**config.mk**
```make
export PLATFORM = sky130hd
export DESIGN_NAME = rr_mux
export DESIGN_NICKNAME = d
export VERILOG_FILES = /design/src/rtl/rr_mux_pkg.sv /design/src/rtl/rr_arbiter.sv /design/src/rtl/rr_mux.sv
export SDC_FILE = /design/constraint.sdc
export NUM_CORES = 1
export LEC_CHECK = 0
export CAP_MARGIN = 40
export CORE_MARGIN = 2
export CORE_UTILIZATION = 40
export CTS_BUF_LIST = sky130_fd_sc_hd__clkbuf_2
export CTS_CLUSTER_DIAMETER = 100
export CTS_CLUSTER_SIZE = 40
export DETAILED_ROUTE_END_ITERATION = 10
export HOLD_SLACK_MARGIN = 0.08
export PLACE_DENSITY_LB_ADDON = 0.08
export SYNTH_ARGS = -nofsm -noshare
export SYNTH_HDL_FRONTEND = slang
export SYNTH_SLANG_ARGS = --single-unit
```
**constraint.sdc**
```tcl
create_clock -name clk -period 3.7 [get_ports clk]
set_input_delay 0.74 -clock clk [delete_from_list [all_inputs] [get_ports clk]]
set_output_delay 0.74 -clock clk [all_outputs]
set_load 0.05 [all_outputs]
```
**src/rtl/rr_mux_pkg.sv**
```systemverilog
// Shared types and helpers for the rr_mux arbitrated stream multiplexer.
package rr_mux_pkg;

  typedef enum logic {
    ARB_FIXED = 1'b0,
    ARB_RR    = 1'b1
  } arb_mode_e;

  // A single channel still needs a one-bit index.
  function automatic int clog2_min1(input int n);
    return (n <= 2) ? 1 : $clog2(n);
  endfunction

endpackage

```
**src/rtl/rr_arbiter.sv**
```systemverilog
// Fixed-priority / round-robin arbiter. Owns the last-grant pointer.
module rr_arbiter
  import rr_mux_pkg::*;
#(
  parameter int NUM_CH   = 4,
  parameter int ARB_MODE = 1,
  localparam int CH_W    = clog2_min1(NUM_CH)
) (
  input  logic              clk,
  input  logic              reset,
  input  logic [NUM_CH-1:0] req,
  input  logic              advance,
  output logic [NUM_CH-1:0] gnt,
  output logic [CH_W-1:0]   gnt_idx
);

  localparam logic [CH_W-1:0] LAST_RST = CH_W'(NUM_CH - 1);

  logic [CH_W-1:0] last_grant;
  logic [CH_W-1:0] c;
  logic            found;

  // In fixed-priority mode the pointer never leaves its reset value.
  always_ff @(posedge clk) begin
    if (reset || (ARB_MODE != int'(ARB_RR)))
      last_grant <= LAST_RST;
    else if (advance && found)
      last_grant <= gnt_idx;
  end

  always_comb begin
    gnt     = '0;
    gnt_idx = '0;
    found   = 1'b0;
    c       = '0;
    for (int i = 0; i < NUM_CH; i++) begin
      if (ARB_MODE == int'(ARB_RR))
        c = CH_W'((int'(last_grant) + 1 + i) % NUM_CH);
      else
        c = CH_W'(i);
      if (!found && req[c]) begin
        found   = 1'b1;
        gnt[c]  = 1'b1;
        gnt_idx = c;
      end
    end
  end

endmodule

```
**src/rtl/rr_mux.sv**
```systemverilog
// N-way valid/ready stream mux with a single registered output stage
// tagged with the source channel.
module rr_mux
  import rr_mux_pkg::*;
#(
  parameter int NUM_CH   = 4,
  parameter int WIDTH    = 8,
  parameter int ARB_MODE = 1,
  localparam int CH_W    = clog2_min1(NUM_CH)
) (
  input  logic                         clk,
  input  logic                         reset,
  input  logic [NUM_CH-1:0]            in_valid_i,
  input  logic [NUM_CH-1:0][WIDTH-1:0] in_data_i,
  output logic [NUM_CH-1:0]            in_ready_o,
  output logic                         out_valid_o,
  output logic [WIDTH-1:0]             out_data_o,
  output logic [CH_W-1:0]              out_ch_o,
  input  logic                         out_ready_i
);

  logic              load;
  logic              active;
  logic [NUM_CH-1:0] req;
  logic [NUM_CH-1:0] gnt;
  logic [CH_W-1:0]   gnt_idx;

  assign load   = !out_valid_o || out_ready_i;
  // Reset gates the grant so no producer sees ready while reset is high.
  assign active = load && !reset;
  assign req    = active ? in_valid_i : '0;

  rr_arbiter #(
    .NUM_CH  (NUM_CH),
    .ARB_MODE(ARB_MODE)
  ) u_arb (
    .clk    (clk),
    .reset  (reset),
    .req    (req),
    .advance(active),
    .gnt    (gnt),
    .gnt_idx(gnt_idx)
  );

  assign in_ready_o = gnt;

  always_ff @(posedge clk) begin
    if (reset) begin
      out_valid_o <= 1'b0;
      out_data_o  <= '0;
      out_ch_o    <= '0;
    end else if (load) begin
      out_valid_o <= |gnt;
      if (|gnt) begin
        out_data_o <= in_data_i[gnt_idx];
        out_ch_o   <= gnt_idx;
      end
    end
  end

endmodule

```
==> impl_metrics.ini, run 1 <==
[worst_setup_path]
r2r_slack_ns = 0.50
cp-end-kind = primary output
crit_fanout = 9
crit_start = in_valid_i[3]
required_ns = 2.96
crit_type = in2out
crit_family = buffers and inverters
timing.rr.end = out_data_o[7]
critPathLaunchType = primary input
worst-path-buf-inv = 2
critPathSlowestCell = mux4_2
cpPeakStageDelay_ns = 0.63
r2r_cells = 9
worstPathArrival_ns = 2.74
worstPathCellList = clkdlybuf4s50_1 -> mux4_2 -> nand4_1 -> o41ai_1 -> a311o_1 -> buf_12
rr_startpoint = u_arb.last_grant[0]

[drt]
route.detailed.drc = 0
via_count = 1269
viasPerCell = 5.52
routed_wl_um = 3390
drtIter0Drc = 121
firstDrtPassIters = 4
postRouteAntennaNets = 0
wl_per_cell_um = 14.7

[timing]
grt_setup_unrepaired = false
period_share = 0.942
whs_ns = 0.548
slew-limit-headroom = 0.653
final_max_slew_viol_count = 0
setup-tns-final_ns = 0
max_freq_mhz = 287
fin_crit_ns = 3.48
worstMarginPinSlew_ns = 0.518
setup_viol_count_final = 0
finalHoldViolations = 0
clock_skew_ns = 0.00903

[die]
start_util = 0.425
core_area_mm2 = 0.00308
core.rowCount = 20
die_x_um = 61.2
dieHeight_um = 61.2
io_pins = 54
dieArea_mm2 = 0.00374

[clock_tree]
cts_buffers = 3
cts-root-buf = clkbuf_2
cts-resized-gates = 0
cts.clk_slew.worst_paths_ns = 0.14
clock_path_buffers = 2
clock-sinks = 13
h-tree-depth = 1
cts_setup_buffers = 0
postCtsHoldBufs = 0
cts_tree = yes
clock_latency_ns = 0.28

[yosys]
async_reset_ff_frac = 0
synth_area_per_cell_um2 = 10.1
synth-seq-cells = 13
synth_edf_count = 0
ys_warn_count = 0
syn_nets = 176
yosysSeqAreaShare = 0.199
netlist_instances = 130
synth_cell_types = 48
ys.flop_type = dfxtp_1
synth_area_mm2 = 0.00131

[placement]
portBuffers = 53
hpwlAfterDp_um = 2740
gp_congestion = 1.09

[grt]
grt_max_degree = 15
grt_antenna_before_repair = 0
grt_pass1_wl_um = 5710
overflow = 0
grt_use_total = 0.203
grt_pass1_vias = 1317

[cells_and_area]
final_cell_mix = 49 x clkdlybuf4s50_1, 13 x dfxtp_1, 9 x mux2_2, 9 x nor2b_1, 9 x mux4_2
postLayoutCoreUtil = 0.618
areaGrowthSynthToFinish_pct = 45.6
fill_cells = 268
diodes = 0
nets = 233
drive_gt1_frac = 0.215
final_common_cell = clkdlybuf4s50_1

[run_status]
status = complete, no violations

[power]
powerDensity_mw_per_mm2 = 877
peakVddDrop_v = 0.000373
p_leak_nw = 0.726

[min_path]
hold_class = reg2reg
min_to = out_ch_o[1]
hold_depth = 2
worstHoldStart = out_ch_o[1]

[flow_run]
max_cap_viol_count = 0
## logic make-up (layout without fill, tap and decap cells)
kind of cell / Yosys count / count (layout) / share of synthesized area
multiplexers: 26 / 26 / 0.307
AO/OA/AOI/OAI: 29 / 29 / 0.167
buffers and inverters: 13 / 69 / 0.0584
adder cells (fa/ha/maj): 7 / 7 / 0.0670
flip-flops: 13 / 13 / 0.199
AND/OR/NAND/NOR: 42 / 42 / 0.201
## metal layers
metal	global-route usage	wire length, um	part of all wire	vias up
met2	0.371	1850	0.54	57
met4	0.0901	35	0.010	0
met1	0.231	1260	0.37	588
li1	-	-	-	618
met5	0	0	0	-
met3	0.0336	244	0.072	6
## Yosys cell counts (2+ instances only)
library cell,count,area (um2)
a311o_1,2,20.0
buf_6,3,33.8
o21ai_0,3,15.0
mux2i_1,6,60.1
nor2_1,6,22.5
nand2_1,4,15.0
dfxtp_1,13,260
nand4_1,2,12.5
a21oi_1,4,20.0
a221o_1,2,20.0
o211ai_1,2,15.0
nor3_1,7,35.0
inv_1,6,22.5
mux4_2,9,203
nor4_1,2,12.5
a211oi_1,4,30.0
nor2b_1,9,56.3
ha_1,7,87.6
o31ai_1,2,15.0
mux2_2,9,101
## cell type report
type / count / area (um2) / area share
Clock buffer: 3 / 15.0 / 0.00789
Clock inverter: 1 / 5.00 / 0.00263
Tap cell: 44 / 55.1 / 0.0289
Multi-Input combinational cell: 104 / 971 / 0.510
Sequential cell: 13 / 260 / 0.137
Inverter: 7 / 26.3 / 0.0138
Timing Repair Buffer: 58 / 571 / 0.300
## worst min-delay path, delay by kind of cell (launching register included)
family | cells | cell delay (ns)
DFF | 1 | 0.37
and+or+nand+nor | 1 | 0.08
muxes | 1 | 0.07
## sequential cells by signal (all words and copies together) (netlist names)
| signal | flops |
|---|---|
| out_ch_o | 2 |
| out_data_o | 8 |
| out_valid_o | 1 |
| u_arb.last_grant | 2 |
## worst max path at each step
| stage | to | depth (start not counted) |
|---|---|---|
| final | in_ready_o[2] | 6 |
| after global routing | in_ready_o[2] | 6 |
| after CTS | in_ready_o[2] | 6 |
| after detailed placement | out_data_o[6] | 8 |
| after global placement | out_data_o[5] | 8 |
| after floorplan | out_data_o[0] | 11 |
## stage by stage
step	power, mW	setup WS (ns)	instance area [um2]	std cells
6_report	1.67	0.215	1900	230
5_1_grt	1.78	0.139	1900	230
4_1_cts	1.68	0.244	1900	230
3_5_place_dp	1.60	0.140	1880	226
3_3_place_gp	1.57	0.225	1880	226
2_1_floorplan	1.29	0.329	1310	130
## report_power, final
| group | switching, mW | internal, mW | total [mW] |
|---|---|---|---|
| Sequential | 0.0349 | 0.206 | 0.241 |
| Clock | 0.0495 | 0.0244 | 0.0739 |
| Combinational | 0.741 | 0.613 | 1.35 |
| Total | 0.826 | 0.844 | 1.67 |
Power figures use the tool's default switching activity.
==> inputs of run 2 (changes only) <==
--- a/config.mk
+++ b/config.mk
@@ -5,8 +5,7 @@
 export SDC_FILE = /design/constraint.sdc
 export NUM_CORES = 1
 export LEC_CHECK = 0
-export CAP_MARGIN = 40
-export CORE_MARGIN = 2
+export CAP_MARGIN = 20
 export CORE_UTILIZATION = 40
 export CTS_BUF_LIST = sky130_fd_sc_hd__clkbuf_2
 export CTS_CLUSTER_DIAMETER = 100
==> run 2 against run 1 <==
Power grew 3.5%; worst hold slack lost 0.023 ns; critical path depth is the same; non-clock buffer count is the same; register-to-register slack lost 0.08 ns; combinational power grew 4%; final cell count is the same; die area shrank 6.4%; clock skew is essentially flat; largest power group unchanged.
==> impl_metrics.ini, run 2 (synthesis gave the netlist of run 1 again) <==
[power]
p_leak_nw = 0.734
powerDensity_mw_per_mm2 = 896
peakVddDrop_v = 0.000363
power_mw = 1.73

[timing]
final_max_slew_viol_count = 0
period_share = 0.952
fin_crit_ns = 3.52
worstMarginPinSlew_ns = 0.560
clock_skew_ns = 0.00859
grt_setup_unrepaired = false
setup_viol_count_final = 0
setup-tns-final_ns = 0
slew-limit-headroom = 0.627
max_freq_mhz = 284
finalHoldViolations = 0

[die]
io_pins = 54
start_util = 0.425
die_x_um = 59.2
dieHeight_um = 59.2
dieArea_mm2 = 0.00350
core_area_mm2 = 0.00308
core.rowCount = 20

[worst_setup_path]
timing.rr.end = out_data_o[0]
worstPathArrival_ns = 2.78
crit_start = in_valid_i[3]
critPathLaunchType = primary input
r2r_slack_ns = 0.42
rr_startpoint = u_arb.last_grant[0]
cp-end-kind = primary output
crit_fanout = 8
required_ns = 2.96
r2r_cells = 9
crit_type = in2out
endpoint = in_ready_o[2]

[grt]
grt_use_total = 0.212
overflow = 0
grt_max_degree = 15
grt_antenna_before_repair = 0
grt_pass1_wl_um = 5670
grt_pass1_vias = 1275

[flow_run]
max_cap_viol_count = 0

[drt]
wl_per_cell_um = 14.4
viasPerCell = 5.67
postRouteAntennaNets = 0
routed_wl_um = 3320
route.detailed.drc = 0
firstDrtPassIters = 4
drtIter0Drc = 203
via_count = 1305

[cells_and_area]
nets = 233
final_common_cell = clkdlybuf4s50_1
final_cell_mix = 49 x clkdlybuf4s50_1, 13 x dfxtp_1, 9 x mux2_2, 9 x nor2b_1, 9 x mux4_2
drive_gt1_frac = 0.215
reg_top3 = out_data_o (8), out_ch_o (2), u_arb.last_grant (2)
top_register = out_data_o
largest_reg_flops = 8
diodes = 0
fill_cells = 262
areaGrowthSynthToFinish_pct = 47.5

[placement]
gp_congestion = 1.09
hpwlAfterDp_um = 2600
portBuffers = 53

[clock_tree]
cts_tree = yes
cts-resized-gates = 0
h-tree-depth = 1
cts_setup_buffers = 0
cts-root-buf = clkbuf_2
cts.clk_slew.worst_paths_ns = 0.12
postCtsHoldBufs = 0
clock_latency_ns = 0.27
clock_path_buffers = 2
clock-sinks = 13
cts_buffers = 3

[run_status]
status = complete, no violations

[min_path]
hold_class = reg2reg
run 2: cell counts in the layout (fill, tap and decap cells not counted):
Identical to the previous run, type by type.
run 2: worst min-delay path by stage:
stage,startpoint,endpoint,slack (ns),cells after the start
global placement,out_ch_o[1],out_ch_o[1],0.49,2
global route,out_ch_o[0],out_ch_o[0],0.58,2
detailed placement,out_ch_o[0],out_ch_o[0],0.50,2
finish,out_ch_o[1],out_ch_o[1],0.53,2
CTS,out_ch_o[0],out_ch_o[0],0.53,2
floorplan,out_ch_o[0],out_ch_o[0],0.75,2
run 2: area by class of cell:
| cell class | count | area (um2) | area share |
|---|---|---|---|
| Clock buffer | 3 | 15.0 | 0.00779 |
| Clock inverter | 1 | 5.00 | 0.00260 |
| Inverter | 7 | 26.3 | 0.0136 |
| Multi-Input combinational cell | 104 | 971 | 0.504 |
| Sequential cell | 13 | 260 | 0.135 |
| Tap cell | 44 | 55.1 | 0.0286 |
| Timing Repair Buffer | 58 | 596 | 0.309 |
run 2: stage by stage:
step	util	cells	area, um2	hold WS (ns)	setup slack [ns]
2_1_floorplan	-	130	1310	0.746	0.329
3_3_place_gp	0.620	226	1910	0.489	0.227
3_5_place_dp	0.620	226	1910	0.502	0.184
4_1_cts	0.626	230	1930	0.533	0.249
5_1_grt	0.626	230	1930	0.578	0.0276
6_report	0.626	230	1930	0.525	0.176
run 2: power by group:
part           internal (mW)  total, mW  switching, mW
Sequential             0.206      0.244         0.0380
Clock                 0.0245     0.0703         0.0458
Combinational          0.661       1.41          0.752
Total                  0.892       1.73          0.835
run 2: per-layer routing:
layer,routed length [um],track usage,vias to the layer above
li1,-,-,624
met1,1350,0.249,610
met2,1720,0.385,65
met3,194,0.0328,6
met4,49,0.0782,0
met5,0,0,-
run 2: worst max-delay path: stages:
cell and delay, ns:
clkdlybuf4s50_1 0.61, nor2b_1 0.08, a221oi_1 0.54, nor3_1 0.15
a311o_1 0.47, buf_12 0.18
